`src/rtl/mem_pkg.sv`:
```
// Shared state encoding and port identifiers for the instruction/data memory arbiter.
// Declarations only, no logic; no timing or flow-control behaviour of its own.
package mem_pkg;

    typedef enum logic [1:0] {
        IDLE  = 2'd0,
        GRANT = 2'd1,
        WAIT  = 2'd2,
        RESP  = 2'd3
    } arb_state_t;

    localparam logic PORT_I = 1'b0;
    localparam logic PORT_D = 1'b1;

    localparam int WDOG_W = 4;

endpackage

```
`src/rtl/wdog_cnt.sv`:
```
// Watchdog for the memory response: counts cycles spent waiting and flags the last allowed one.
// Latency: expired is combinational from the registered count; the count updates every enabled cycle.
// Backpressure: none; it saturates at all-ones instead of wrapping.
module wdog_cnt
    import mem_pkg::*;
#(
    parameter int LIMIT = 15
) (
    input  logic clk,
    input  logic rst,
    input  logic clr,
    input  logic en,
    output logic expired
);

    localparam logic [WDOG_W-1:0] LAST = WDOG_W'(LIMIT - 1);
    localparam logic [WDOG_W-1:0] ONE  = WDOG_W'(1);

    logic [WDOG_W-1:0] cnt;

    always_ff @(posedge clk or posedge rst) begin
        if (rst) begin
            cnt <= '0;
        end else if (clr) begin
            cnt <= '0;
        end else if (en && (cnt != '1)) begin
            cnt <= cnt + ONE;
        end
    end

    assign expired = en && (cnt == LAST);

endmodule

```
`src/rtl/mem_arbiter.sv`:
```
// Round-robin arbiter sharing one single-port memory between a fetch port and a data port.
// Latency: ack arrives 3+L cycles after the request is sampled in IDLE (L = memory latency).
// Backpressure: requesters hold req until ack; stall freezes the pipeline meanwhile.
module mem_arbiter
    import mem_pkg::*;
#(
    parameter int AW      = 32,
    parameter int DW      = 32,
    parameter int TIMEOUT = 15
) (
    input  logic          clk,
    input  logic          rst,
    input  logic          i_req,
    input  logic [AW-1:0] i_addr,
    input  logic          i_kill,
    output logic [DW-1:0] i_rdata,
    output logic          i_ack,
    input  logic          d_req,
    input  logic          d_we,
    input  logic [AW-1:0] d_addr,
    input  logic [DW-1:0] d_wdata,
    output logic [DW-1:0] d_rdata,
    output logic          d_ack,
    output logic          m_req,
    output logic          m_we,
    output logic [AW-1:0] m_addr,
    output logic [DW-1:0] m_wdata,
    input  logic [DW-1:0] m_rdata,
    input  logic          m_valid,
    output logic          stall,
    output logic          err
);

    arb_state_t    state;
    arb_state_t    state_nxt;
    logic          owner;
    logic          last_grant;
    logic          killed;
    logic          win;
    logic          i_pend;
    logic          d_pend;
    logic          timeout;
    logic [DW-1:0] rdata_q;

    // A port whose ack is showing this cycle is finished, even though its req is still high.
    assign i_pend = i_req & ~i_ack;
    assign d_pend = d_req & ~d_ack;
    assign stall  = i_pend | d_pend;

    always_comb begin
        win = PORT_I;
        if (i_pend && d_pend) begin
            win = ~last_grant;
        end else if (d_pend) begin
            win = PORT_D;
        end
    end

    wdog_cnt #(
        .LIMIT (TIMEOUT)
    ) u_wdog (
        .clk     (clk),
        .rst     (rst),
        .clr     (state == GRANT),
        .en      ((state == WAIT) && !m_valid),
        .expired (timeout)
    );

    always_ff @(posedge clk or posedge rst) begin
        if (rst) begin
            state <= IDLE;
        end else begin
            state <= state_nxt;
        end
    end

    always_comb begin
        state_nxt = state;
        case (state)
            IDLE:    if (i_pend || d_pend) state_nxt = GRANT;
            GRANT:   state_nxt = WAIT;
            WAIT: begin
                if (m_valid) begin
                    state_nxt = RESP;
                end else if (timeout) begin
                    state_nxt = IDLE;
                end
            end
            RESP:    state_nxt = IDLE;
            default: state_nxt = IDLE;
        endcase
    end

    always_ff @(posedge clk or posedge rst) begin
        if (rst) begin
            m_req      <= 1'b0;
            m_we       <= 1'b0;
            m_addr     <= '0;
            m_wdata    <= '0;
            i_ack      <= 1'b0;
            d_ack      <= 1'b0;
            i_rdata    <= '0;
            d_rdata    <= '0;
            rdata_q    <= '0;
            err        <= 1'b0;
            owner      <= PORT_I;
            last_grant <= PORT_I;
            killed     <= 1'b0;
        end else begin
            m_req <= 1'b0;
            i_ack <= 1'b0;
            d_ack <= 1'b0;
            case (state)
                IDLE: begin
                    if (i_pend || d_pend) begin
                        owner      <= win;
                        last_grant <= win;
                        killed     <= 1'b0;
                        m_req      <= 1'b1;
                        if (win == PORT_D) begin
                            m_we    <= d_we;
                            m_addr  <= d_addr;
                            m_wdata <= d_wdata;
                        end else begin
                            m_we    <= 1'b0;
                            m_addr  <= i_addr;
                            m_wdata <= '0;
                        end
                    end
                end
                GRANT: begin
                    if (i_kill && (owner == PORT_I)) killed <= 1'b1;
                end
                WAIT: begin
                    if (i_kill && (owner == PORT_I)) killed <= 1'b1;
                    if (m_valid) begin
                        rdata_q <= m_rdata;
                    end else if (timeout) begin
                        err <= 1'b1;
                    end
                end
                RESP: begin
                    if (owner == PORT_D) begin
                        d_ack <= 1'b1;
                        if (!m_we) d_rdata <= rdata_q;
                    end else if (!(killed || i_kill)) begin
                        // A flushed fetch still drained the memory but is never acknowledged.
                        i_ack   <= 1'b1;
                        i_rdata <= rdata_q;
                    end
                end
                default: ;
            endcase
        end
    end

endmodule

```
`config.mk`:
```
export PLATFORM = sky130hd
export DESIGN_NAME = mem_arbiter
export DESIGN_NICKNAME = d
export VERILOG_FILES = /design/src/rtl/mem_pkg.sv /design/src/rtl/wdog_cnt.sv /design/src/rtl/mem_arbiter.sv
export SDC_FILE = /design/constraint.sdc
export NUM_CORES = 1
export LEC_CHECK = 0
export ABC_AREA = 1
export CORE_UTILIZATION = 45
export CTS_CLUSTER_SIZE = 14
export DETAILED_ROUTE_END_ITERATION = 10
export GPL_ROUTABILITY_DRIVEN = 0
export PLACE_DENSITY = 0.89
export SLEW_MARGIN = 20
export SYNTH_ARGS = -nofsm -noshare
export SYNTH_HDL_FRONTEND = slang
export SYNTH_HIERARCHICAL = 1
export SYNTH_SLANG_ARGS = --single-unit
```
`constraint.sdc`:
```
create_clock -name clk -period 7.5 [get_ports clk]
set_input_delay 1.5 -clock clk [delete_from_list [all_inputs] [get_ports clk]]
set_output_delay 1.5 -clock clk [all_outputs]
set_load 0.01 [all_outputs]
```
==> impl_metrics.toml <==
[sta]
fmax_ghz = 0.235
maxSlewViolCount = 0
worstMarginPinSlew_ns = 0.778
period_minus_slack_ns = 4.25
setup_viol = 0
timing.hold.ws_ns = 0.460
rsz0062_at_grt = "no"
period_share = 0.567
relSlewSlack = 0.481
final_hold_viol_count = 0
skew_ns = 0.0134
final.setup.tns_ns = 0

[grt]
grt.total_usage = 0.236
grt_pass1_wl_mm = 30.3
overflow = 0
grt_pass1_vias = 6140
grt_max_degree = 117
antenna_found_initial = 0

[pwr]
power_density_mw_per_mm2 = 399
p_comb_frac = 0.419
p_int_uw = 2740
netSwitchingFraction = 0.353
p_sw_uw = 1490
power_frac_seq = 0.376
p_leak_uw = 0.00536
clkPwrFrac = 0.205
vdd_drop_max_mv = 0.165

[route]
viasPerCell = 4.83
drtIter0Drc = 475
wl_per_cell_um = 14.7
vias = 6362
wirelength_mm = 19.4
drc = 1
first_pass_iters = 10
detail-route-antenna-nets = 0

[worst_setup_path]
path_class = "in2out"
critical_path_depth = 4
crit_end = "stall"
worstPathArrival_ns = 2.75
r2r_end = "m_wdata[27]"
crit_buf_inv = 2
ff2ff_setup_slack_ns = 4.71
cpPeakStageDelay_ns = 0.55
r2r_start = "d_ack"
worstSetupStartpointType = "input pin"
startpoint = "i_req"
cp_cell_sequence = "clkdlybuf4s50_1 > nand2_1 > nand2_1 > clkdlybuf4s50_1"
path_max_fanout = 2
reg2regPathDepth = 5
crit_family = "buffers and inverters"
crit_required_ns = 6.00
slowest_stage = "clkdlybuf4s50_1"
cp-end-kind = "output pin"

[cts]
cts_tree = "yes"
cts.repair.resized = 0
cts_root_buffer = "clkbuf_16"
htreeDepth = 4
hold_buffers = 0
cts.sinks = 173
clk_latency_ns = 0.42
cts_buffer_depth = 2
cts_made_buffers = 17
post-cts-setup-buffer-count = 0
cts.clk_slew.worst_paths_ns = 0.06

[finish]
ff_latch_area_mm2 = 0.00433
fin_area_mm2 = 0.0106
diodes = 0
drive_above_1_share = 0.0454
fillers = 1236
nNetsFinal = 1230
area_delta_synth_final_pct = 45.8
multi_input_comb_area_mm2 = 0.00226

[die]
fp.dieW_um = 129
initial_core_util = 0.459
io_pins = 269
rows = 46
dieHeight_um = 129
die_area_mm2 = 0.0167
coreArea_mm2 = 0.0158

[synth]
yosysUniqueCellTypes = 25
synth_area_leaders = "dfrtp_1 60%, nand2_1 15%, inv_1 5.7%, nand3_1 4.9%, o21ai_0 2.4%"
synth-async-reset-ratio = 1.00
synth_nets = 982
synth-edff-count = 0
synth_top_area_cell = "dfrtp_1"
ys_seq_area_frac = 0.596
synth_common_cells = "282 x nand2_1, 173 x dfrtp_1, 110 x inv_1, 71 x nand3_1, 37 x nor2_1"
synth_top_area_share = 0.596
synthFlopType = "dfrtp_1"
synth_area_per_cell_um2 = 8.65
synth_warnings = 6
syn_inst = 840
synth_area_mm2 = 0.00727
yosysMostFrequentCell = "nand2_1"
ys_seq_elements = 173

[placed_design]
placed_cell_area_mm2 = 0.0100
io_buffers = 268
hpwl_mm = 13.4

[outcome]
status = "finished, violations left"
violations = "design-rule violations"

[worst_hold_path]
hold_class = "reg2reg"

[flow_run]
maxCapViolCount = 0
==> state kept, by name (all words and copies together), names as in the netlist <==
| name | count |
|---|---|
| m_we | 1 |
| i_ack | 1 |
| err | 1 |
| state | 2 |
| m_addr | 32 |
| m_req | 1 |
| d_rdata | 32 |
| last_grant | 1 |
| u_wdog/cnt | 4 |
| killed | 1 |
| i_rdata | 32 |
| rdata_q | 32 |
| d_ack | 1 |
| m_wdata | 32 |
==> cells by family after synthesis <==
group / synth area share
compound gates: 0.0716
xor+xnor: 0.00121
fa+ha+maj: 0.0120
buf+inv: 0.0940
flops: 0.596
simple gates: 0.226
==> how the worst min path moves through the flow <==
| stage | start | endpoint | slack, ns | cells past startpoint |
|---|---|---|---|---|
| final | err | err | 0.46 | 1 |
| after floorplan | killed | killed | 0.46 | 2 |
| after detailed placement | err | err | 0.45 | 1 |
| after global placement | err | err | 0.45 | 1 |
| after global routing | m_wdata[19] | m_wdata[19] | 0.49 | 2 |
| after CTS | err | err | 0.46 | 1 |
==> placed cells by master (no fill, tap or decap), drive strengths merged, types with 7 or more instances in the layout <==
master	count
inv	115
nand3	72
nor2	39
nand2	285
clkdlybuf4s50	268
dfrtp	173
clkbuf	22
ha	7
a21oi	33
o21ai	68
==> area by class of cell <==
cell class / instances / area share
clock buffers: 22 / 0.0457
clock inverters: 10 / 0.00980
inverters: 113 / 0.0408
multi-input cells: 511 / 0.214
flip-flops and latches: 173 / 0.408
well taps: 216 / 0.0255
repair buffers: 272 / 0.256
==> worst reg2reg max path, stage by stage, from the launching register on <==
cell	delay, ns
dfrtp_1	0.48
nor2_4	0.64
nand2_2	0.59
nor2_4	0.76
nand2_1	0.16
nand2_1	0.10
==> power by group through the flow <==
stage               Sequential [uW]  Combinational (uW)  Clock, uW
floorplan                      1740                 700          0
global placement               1590                1720          0
detailed placement             1600                1780          0
CTS                            1590                1790        882
global route                   1640                1950        913
finish                         1590                1770        869
==> layer usage <==
metal / wire (um) / track usage
met5: 0 / 0
met4: 874 / 0.146
met3: 961 / 0.0500
met2: 9770 / 0.396
met1: 7770 / 0.279
==> metrics by stage <==
stage / power, uW / worst slack (ns) / utilization / instances
3_3_place_gp: 3310 / 3.26 / 0.632 / 1285
3_5_place_dp: 3380 / 3.22 / 0.632 / 1285
6_report: 4230 / 3.25 / 0.670 / 1317
5_1_grt: 4500 / 3.20 / 0.670 / 1317
2_1_floorplan: 2440 / 1.42 / - / 840
4_1_cts: 4260 / 3.25 / 0.669 / 1317
(Power assumes the default switching activity.)
